===== src/rtl/packet_serializer_pkg.sv =====
// Shared definitions for the packet serializer: FSM state encoding and
// the helper that turns a packet width into a beat count.
package packet_serializer_pkg;

    typedef enum logic {
        IDLE = 1'b0,
        SEND = 1'b1
    } state_e;

    function automatic int ceil_div(input int num, input int den);
        return (num + den - 1) / den;
    endfunction

endpackage


===== src/rtl/packet_serializer_if.sv =====
// Handshake bundle for the serializer: the wide packet side
// (access_in/packet_in/wait_out) and the narrow beat side
// (access_out/data_out/first_out/last_out/wait_in).
// The slave modport is the serializer's view; master is the environment's view.
interface packet_serializer_if #(
    parameter int DW = 104,
    parameter int OW = 32
);
    logic          access_in;
    logic [DW-1:0] packet_in;
    logic          wait_out;
    logic          access_out;
    logic [OW-1:0] data_out;
    logic          first_out;
    logic          last_out;
    logic          wait_in;

    modport master (
        output access_in, packet_in, wait_in,
        input  wait_out, access_out, data_out, first_out, last_out
    );

    modport slave (
        input  access_in, packet_in, wait_in,
        output wait_out, access_out, data_out, first_out, last_out
    );
endinterface


===== src/rtl/packet_serializer.sv =====
// Packet serializer: takes one wide packet at a time from the FIFO read side
// and emits it as N narrow beats, LSB first, with the top of the final beat
// zero padded. A new packet can be loaded on the cycle the last beat leaves,
// so a continuous input stream produces a continuous beat stream.
module packet_serializer
    import packet_serializer_pkg::*;
#(
    parameter int DW = 104,
    parameter int OW = 32
) (
    input  logic               clk,
    input  logic               reset,
    packet_serializer_if.slave bus
);

    localparam int N  = ceil_div(DW, OW);
    localparam int CW = (N > 1) ? $clog2(N) : 1;
    localparam int SW = N * OW;
    localparam logic [CW-1:0] LAST_BEAT = CW'(N - 1);

    state_e          state_q, state_d;
    logic [CW-1:0]   beat_q, beat_d;
    logic [SW-1:0]   shreg_q, shreg_d;
    logic            first_q, first_d;
    logic            last_q, last_d;
    logic [SW-1:0]   load_val;

    // Zero-extend the incoming packet so the bits above DW in the last beat read as 0.
    always_comb begin
        load_val = '0;
        load_val[DW-1:0] = bus.packet_in;
    end

    // Next-state logic: load on accept, shift on each accepted beat, reload or idle after the last beat.
    always_comb begin
        state_d = state_q;
        beat_d  = beat_q;
        shreg_d = shreg_q;
        case (state_q)
            IDLE: begin
                if (bus.access_in) begin
                    state_d = SEND;
                    beat_d  = '0;
                    shreg_d = load_val;
                end
            end
            SEND: begin
                if (!bus.wait_in) begin
                    if (beat_q != LAST_BEAT) begin
                        shreg_d = shreg_q >> OW;
                        beat_d  = beat_q + CW'(1);
                    end else if (bus.access_in) begin
                        shreg_d = load_val;
                        beat_d  = '0;
                    end else begin
                        state_d = IDLE;
                    end
                end
            end
            default: state_d = IDLE;
        endcase
        first_d = (state_d == SEND) && (beat_d == '0);
        last_d  = (state_d == SEND) && (beat_d == LAST_BEAT);
    end

    // State registers; reset discards any partially sent packet.
    always_ff @(posedge clk or posedge reset) begin
        if (reset) begin
            state_q <= IDLE;
            beat_q  <= '0;
            shreg_q <= '0;
            first_q <= 1'b0;
            last_q  <= 1'b0;
        end else begin
            state_q <= state_d;
            beat_q  <= beat_d;
            shreg_q <= shreg_d;
            first_q <= first_d;
            last_q  <= last_d;
        end
    end

    assign bus.access_out = (state_q == SEND);
    assign bus.data_out   = shreg_q[OW-1:0];
    assign bus.first_out  = first_q;
    assign bus.last_out   = last_q;
    assign bus.wait_out   = (state_q == SEND) & ~(last_q & ~bus.wait_in);

endmodule


===== src/flat_wrapper.sv =====
// flat-port wrapper written by rule: the top's interface ports become plain ports
module packet_serializer_flat import packet_serializer_pkg::*;
#(
    parameter int DW = 104,
    parameter int OW = 32
)
  (clk, reset, bus_access_in, bus_packet_in, bus_wait_in, bus_wait_out, bus_access_out, bus_data_out, bus_first_out, bus_last_out);
  packet_serializer_if #(.DW(DW), .OW(OW)) bus_i ();
  input  logic clk;
  input  logic reset;
  input wire logic [$bits(bus_i.access_in)-1:0] bus_access_in;
  input wire logic [$bits(bus_i.packet_in)-1:0] bus_packet_in;
  input wire logic [$bits(bus_i.wait_in)-1:0] bus_wait_in;
  output wire logic [$bits(bus_i.wait_out)-1:0] bus_wait_out;
  output wire logic [$bits(bus_i.access_out)-1:0] bus_access_out;
  output wire logic [$bits(bus_i.data_out)-1:0] bus_data_out;
  output wire logic [$bits(bus_i.first_out)-1:0] bus_first_out;
  output wire logic [$bits(bus_i.last_out)-1:0] bus_last_out;
  assign bus_i.access_in = bus_access_in;
  assign bus_i.packet_in = bus_packet_in;
  assign bus_i.wait_in = bus_wait_in;
  assign bus_wait_out = bus_i.wait_out;
  assign bus_access_out = bus_i.access_out;
  assign bus_data_out = bus_i.data_out;
  assign bus_first_out = bus_i.first_out;
  assign bus_last_out = bus_i.last_out;
  packet_serializer #(.DW(DW), .OW(OW)) u_core (.clk(clk), .reset(reset), .bus(bus_i));
endmodule

===== config.mk =====
export PLATFORM = sky130hd
export DESIGN_NAME = packet_serializer_flat
export DESIGN_NICKNAME = d
export VERILOG_FILES = /design/src/rtl/packet_serializer_pkg.sv /design/src/rtl/packet_serializer_if.sv /design/src/rtl/packet_serializer.sv /design/src/flat_wrapper.sv
export SDC_FILE = /design/constraint.sdc
export NUM_CORES = 1
export LEC_CHECK = 0
export BUFFER_PORTS_ARGS = -buffer_cell sky130_fd_sc_hd__buf_2
export CORE_MARGIN = 5
export CORE_UTILIZATION = 40
export CTS_CLUSTER_DIAMETER = 200
export CTS_CLUSTER_SIZE = 20
export DETAILED_ROUTE_END_ITERATION = 8
export SKIP_LAST_GASP = 1
export SYNTH_ARGS = -nofsm -noshare
export SYNTH_HDL_FRONTEND = slang
export SYNTH_SLANG_ARGS = --single-unit
export TNS_END_PERCENT = 100

===== constraint.sdc =====
create_clock -name clk -period 4.79 [get_ports clk]
set_input_delay 0.2395 -clock clk [delete_from_list [all_inputs] [get_ports clk]]
set_output_delay 0.2395 -clock clk [all_outputs]
set_load 0.02 [all_outputs]

Yosys cells after proc, flatten, opt, wreduce, memory -nomap -nowiden. Index checks and enable logic that the tools add are counted.

Word-level logic and storage cells: 29. Bits of input ports: 108. Bits in registers: 133. Output and inout bits: 36.

Eq/ne operators: 3. Bitwise operators: 5. Add/subtract/negate cells: 1. Reduce and logical (&&, ||, !) cells: 3. Muxes and demuxes: 12.

Operators by type and width (number): $mux 128 (3); $pmux 128 s2 (1); $mux 2 (3); $ne 2x2->1 const B (2); $pmux 2 s2 (1); $mux 1 (3); $not 1->1 (3); $add 2x1->2 const B (1); $and 1x1->1 (2); $eq 2x2->1 const B (1); $logic_and 1x1->1 (2); $logic_not 2->1 (1); $pmux 1 s2 (1).

Logic depth before layout (Yosys ltp).
Word-level depth: 6. Depth in mapped cells: 7.

Worst setup path after synthesis. OpenSTA, ideal clock, no wires.

Kind: reg2reg. Start point: register u_core.beat_q[0]. End point: register u_core.shreg_q[73]. Cell stages (with the launch flop): 7. Required time: 4.667 ns. Path slack: 2.992 ns. Arrival time: 1.676 ns. Path buffers: 2. Library setup time: 0.123 ns. Path through: dfrtp_1 -> ha_1 -> nor3b_2 -> buf_6 -> clkbuf_4 -> or2b_1 -> o221a_2.

Cells in the longest elaborated chain, start to end: 4.

RTL lines: from (decl) (line packet_serializer.sv:22) `logic [CW-1:0] beat_q, beat_d;`; from (signal assigned) (line packet_serializer.sv:76) `beat_q <= beat_d;`; $ne 2x2->1 (line packet_serializer.sv:49) `if (beat_q != LAST_BEAT) begin`; $mux 128 (line packet_serializer.sv:49); $mux 128 (line packet_serializer.sv:48) `if (!bus.wait_in) begin`; $pmux 128 s2 (line packet_serializer.sv:39) `case (state_q)`; to (signal assigned) (line packet_serializer.sv:77) `shreg_q <= shreg_d;`; to (decl) (line packet_serializer.sv:23) `logic [SW-1:0] shreg_q, shreg_d;`.

No other way between the ends. The select of a mux whose other input is x is not followed. A chain may end at the register's enable or synchronous reset.

Worst setup path in the final report.
Start point: register u_core.beat_q[0]. End point: register u_core.shreg_q[31].

Same word-level chain as after synthesis.

==> impl_metrics.ini <==
[clock_network]
cts_buffers = 17
postCtsSetupRepairBufs = 0
clk_pin_slew_ps = 60
ctsHoldBuffers = 1
cts_tree = built
cts_resized = 0
ctsLongestPathBuffers = 2
ctsHtreeMaxLevel = 4
clock_latency_ps = 410
clock-sinks = 133
cts_root_buffer = clkbuf_16

[place]
dp_hpwl_mm = 8.549
dpl_worst_slack_ps = 2424
placed_cells = 713
place_congestion = 0.7559
io_buffers = 143

[pwr]
swShare = 0.3132
power.internal_mw = 3.046
power-per-cell-area_nw_per_um2 = 629.9
vdd_ir_drop_max_uv = 372.2
pwr-share-seq = 0.403
combPwrFrac = 0.309
clockPowerShare = 0.288
leakage_nw = 3.133
power.switching_mw = 1.389

[synthesis]
synth-main-ff-cell = dfrtp_1
synthXorXnorAreaFrac = 0
avgSynthCellArea_sq_um = 13.11
synth_mux_area_frac = 0.001909
synth_area_sq_um = 5898
yosysTopAreaCell = dfrtp_1
synth_cell_type_count = 32
synth_seq_area_share = 0.5643
synth_cells = 450
synth.most_common_cell = dfrtp_1
synthAdderAreaFrac = 0.002121
synth_nets = 559
ys_async_sr_fraction = 1.000
synth_top_area_frac = 0.5643
synthTopCellsByCount = 133 x dfrtp_1, 79 x o221a_1, 71 x nand2b_1, 34 x buf_4, 25 x or2b_1
yosysWarnings = 0
synth_edf_count = 0
synth_seq_cells = 133
yosys-top-cells-area = dfrtp_1 56%, o221a_1 15%, nand2b_1 7.5%, buf_4 4.3%, o221a_2 3.2%
synth_top_family_by_area = compound AO/OA/AOI/OAI gates
synth_compound_area_frac = 0.2068
synth-simple-area-share = 0.1462

[timing]
max_freq_ghz = 0.4206
rsz0062_at_grt = false
setup_ws_ps = 2413
worstMarginPinSlew_ps = 1207
fin_crit_ps = 2377
tns_ps = 0
maxSlewHeadroom = 0.1949
hold_viol_final = 0
finalSetupViolCount = 0
fin_crit_sh = 0.4963
fin_skew_ps = 7.201
holdWs_ps = 53.95
slew_violations = 0

[finish]
nets = 658
filler_cell_count = 1296
layout-drive-gt1-share = 0.3607
antenna_cells = 0
syn_to_final_growth_pct = 19.39
finalNonFillerCells = 744

[worst_setup_path]
setup.worst_path.end = u_core.shreg_q[31]
path_cells = ha_1 > nor2b_2 > o21a_4 > o221a_1
end_kind = flop
r2r_setup_slack_ps = 2410
r2r-end = u_core.shreg_q[31]
cp_slowest_cell = o21a_4
critPathKind = reg2reg
startpoint = u_core.beat_q[0]
start_kind = flop
cp_slowest_stage_delay_ps = 870
crit_required_ps = 5130
critPathArrivalTime_ps = 2710
path_max_fanout = 96
r2r_cells = 4
worstReg2RegStart = u_core.beat_q[0]

[route]
drtPass1Iterations = 4
drt-vias-per-instance = 5.274
route.detailed.drc = 0
avgRoutedWirePerCell_microns = 17.91
wl_mm = 13.33
drt_iter0_drc = 281
antenna_left = 0
num_vias = 3924

[grt]
grt_pass1_wl_mm = 22.29
grt_max_degree = 97
grt_pass1_vias = 4095
antenna_found_initial = 0
grt.total_usage = 0.1581
globalRouteOverflowTotal = 0

[flow_run]
drv_cap = 0

[worst_hold_path]
hold_class = in2reg

[die]
dieArea_sq_um = 17270
die_y_microns = 131.4
die_w_microns = 131.4
fp.coreArea_sq_um = 14480
rows = 44
start_util = 0.4074
io_pins = 144

[run_status]
outcome = finished clean
[cell families (layout without fill, tap and decap cells)]
family / Yosys count / after routing
flops: 133 / 133
simple gates: 131 / 131
fa+ha+maj: 1 / 1
buf+inv: 71 / 181
compound gates: 113 / 113
mux: 1 / 1
[worst min path at each step]
stage,start,endpoint,slack (ps),cells after the start
4_1_cts,bus_packet_in[99],u_core.shreg_q[99],40,2
3_3_place_gp,reset,u_core.shreg_q[53],240,2
6_report,bus_packet_in[99],u_core.shreg_q[99],50,2
2_1_floorplan,bus_access_in,u_core.bus.access_out,330,1
5_1_grt,bus_packet_in[99],u_core.shreg_q[99],50,2
3_5_place_dp,reset,u_core.shreg_q[53],240,2
[power by group through the flow]
stage	sequential [mW]	combinational (mW)	clock, mW
after floorplan	1.73	1.25	0
after global placement	1.78	1.35	0
after detailed placement	1.80	1.40	0
after CTS	1.78	1.40	1.31
after global routing	1.84	1.51	1.35
final	1.79	1.37	1.28
[placed cells by master, fill, tap and decap left out, types with 2 or more instances in the layout]
cell type / n
a22o_1: 9
nand2b_1: 71
clkinvlp_4: 4
and2_1: 24
o221a_1: 79
o221a_2: 17
nor2_1: 2
clkbuf_8: 4
or2b_1: 25
dfrtp_1: 133
buf_2: 143
bufinv_16: 2
clkbuf_16: 17
inv_1: 2
nand3_1: 2
buf_4: 4
clkinv_2: 2
[metal layers]
layer  vias up  wire length, microns  track usage
li1       1825                     -            -
met1      1972                  6339       0.2260
met2       117                  6148       0.2314
met3        10                   676      0.05008
met4         0                   162      0.04629
met5         -                     0            0
[through the flow]
step	util	total power [mW]	instance area [sq um]
final	0.4863	4.435	7042
after global routing	0.4863	4.693	7042
after CTS	0.4863	4.486	7042
after detailed placement	0.4453	3.193	6447
after global placement	0.4453	3.135	6447
after floorplan	-	2.978	5898
[state kept, by name, indices dropped and copies added, names as in the netlist]
register / count
u_core.beat_q: 2
u_core.bus.access_out: 1
u_core.bus.first_out: 1
u_core.bus.last_out: 1
u_core.shreg_q: 128
[final cells by class]
cell class	count	area [sq um]	share of cell area
clock buffer	22	484.2	0.06876
clock inverter	8	100.1	0.01421
inverter	3	13.76	0.001955
multi-input combinational	246	2130	0.3024
sequential	133	3328	0.4726
tap	184	230.2	0.03269
timing repair buffer	148	755.7	0.1073
[critical path, delay by kind of cell (launching register included)]
family                   cells  cell delay, ps
AO/OA/AOI/OAI                2            1220
adder cells (fa/ha/maj)      1             330
flip-flops                   1             430
AND/OR/NAND/NOR              1             260
Note: power is estimated with default switching activity, not from simulation.
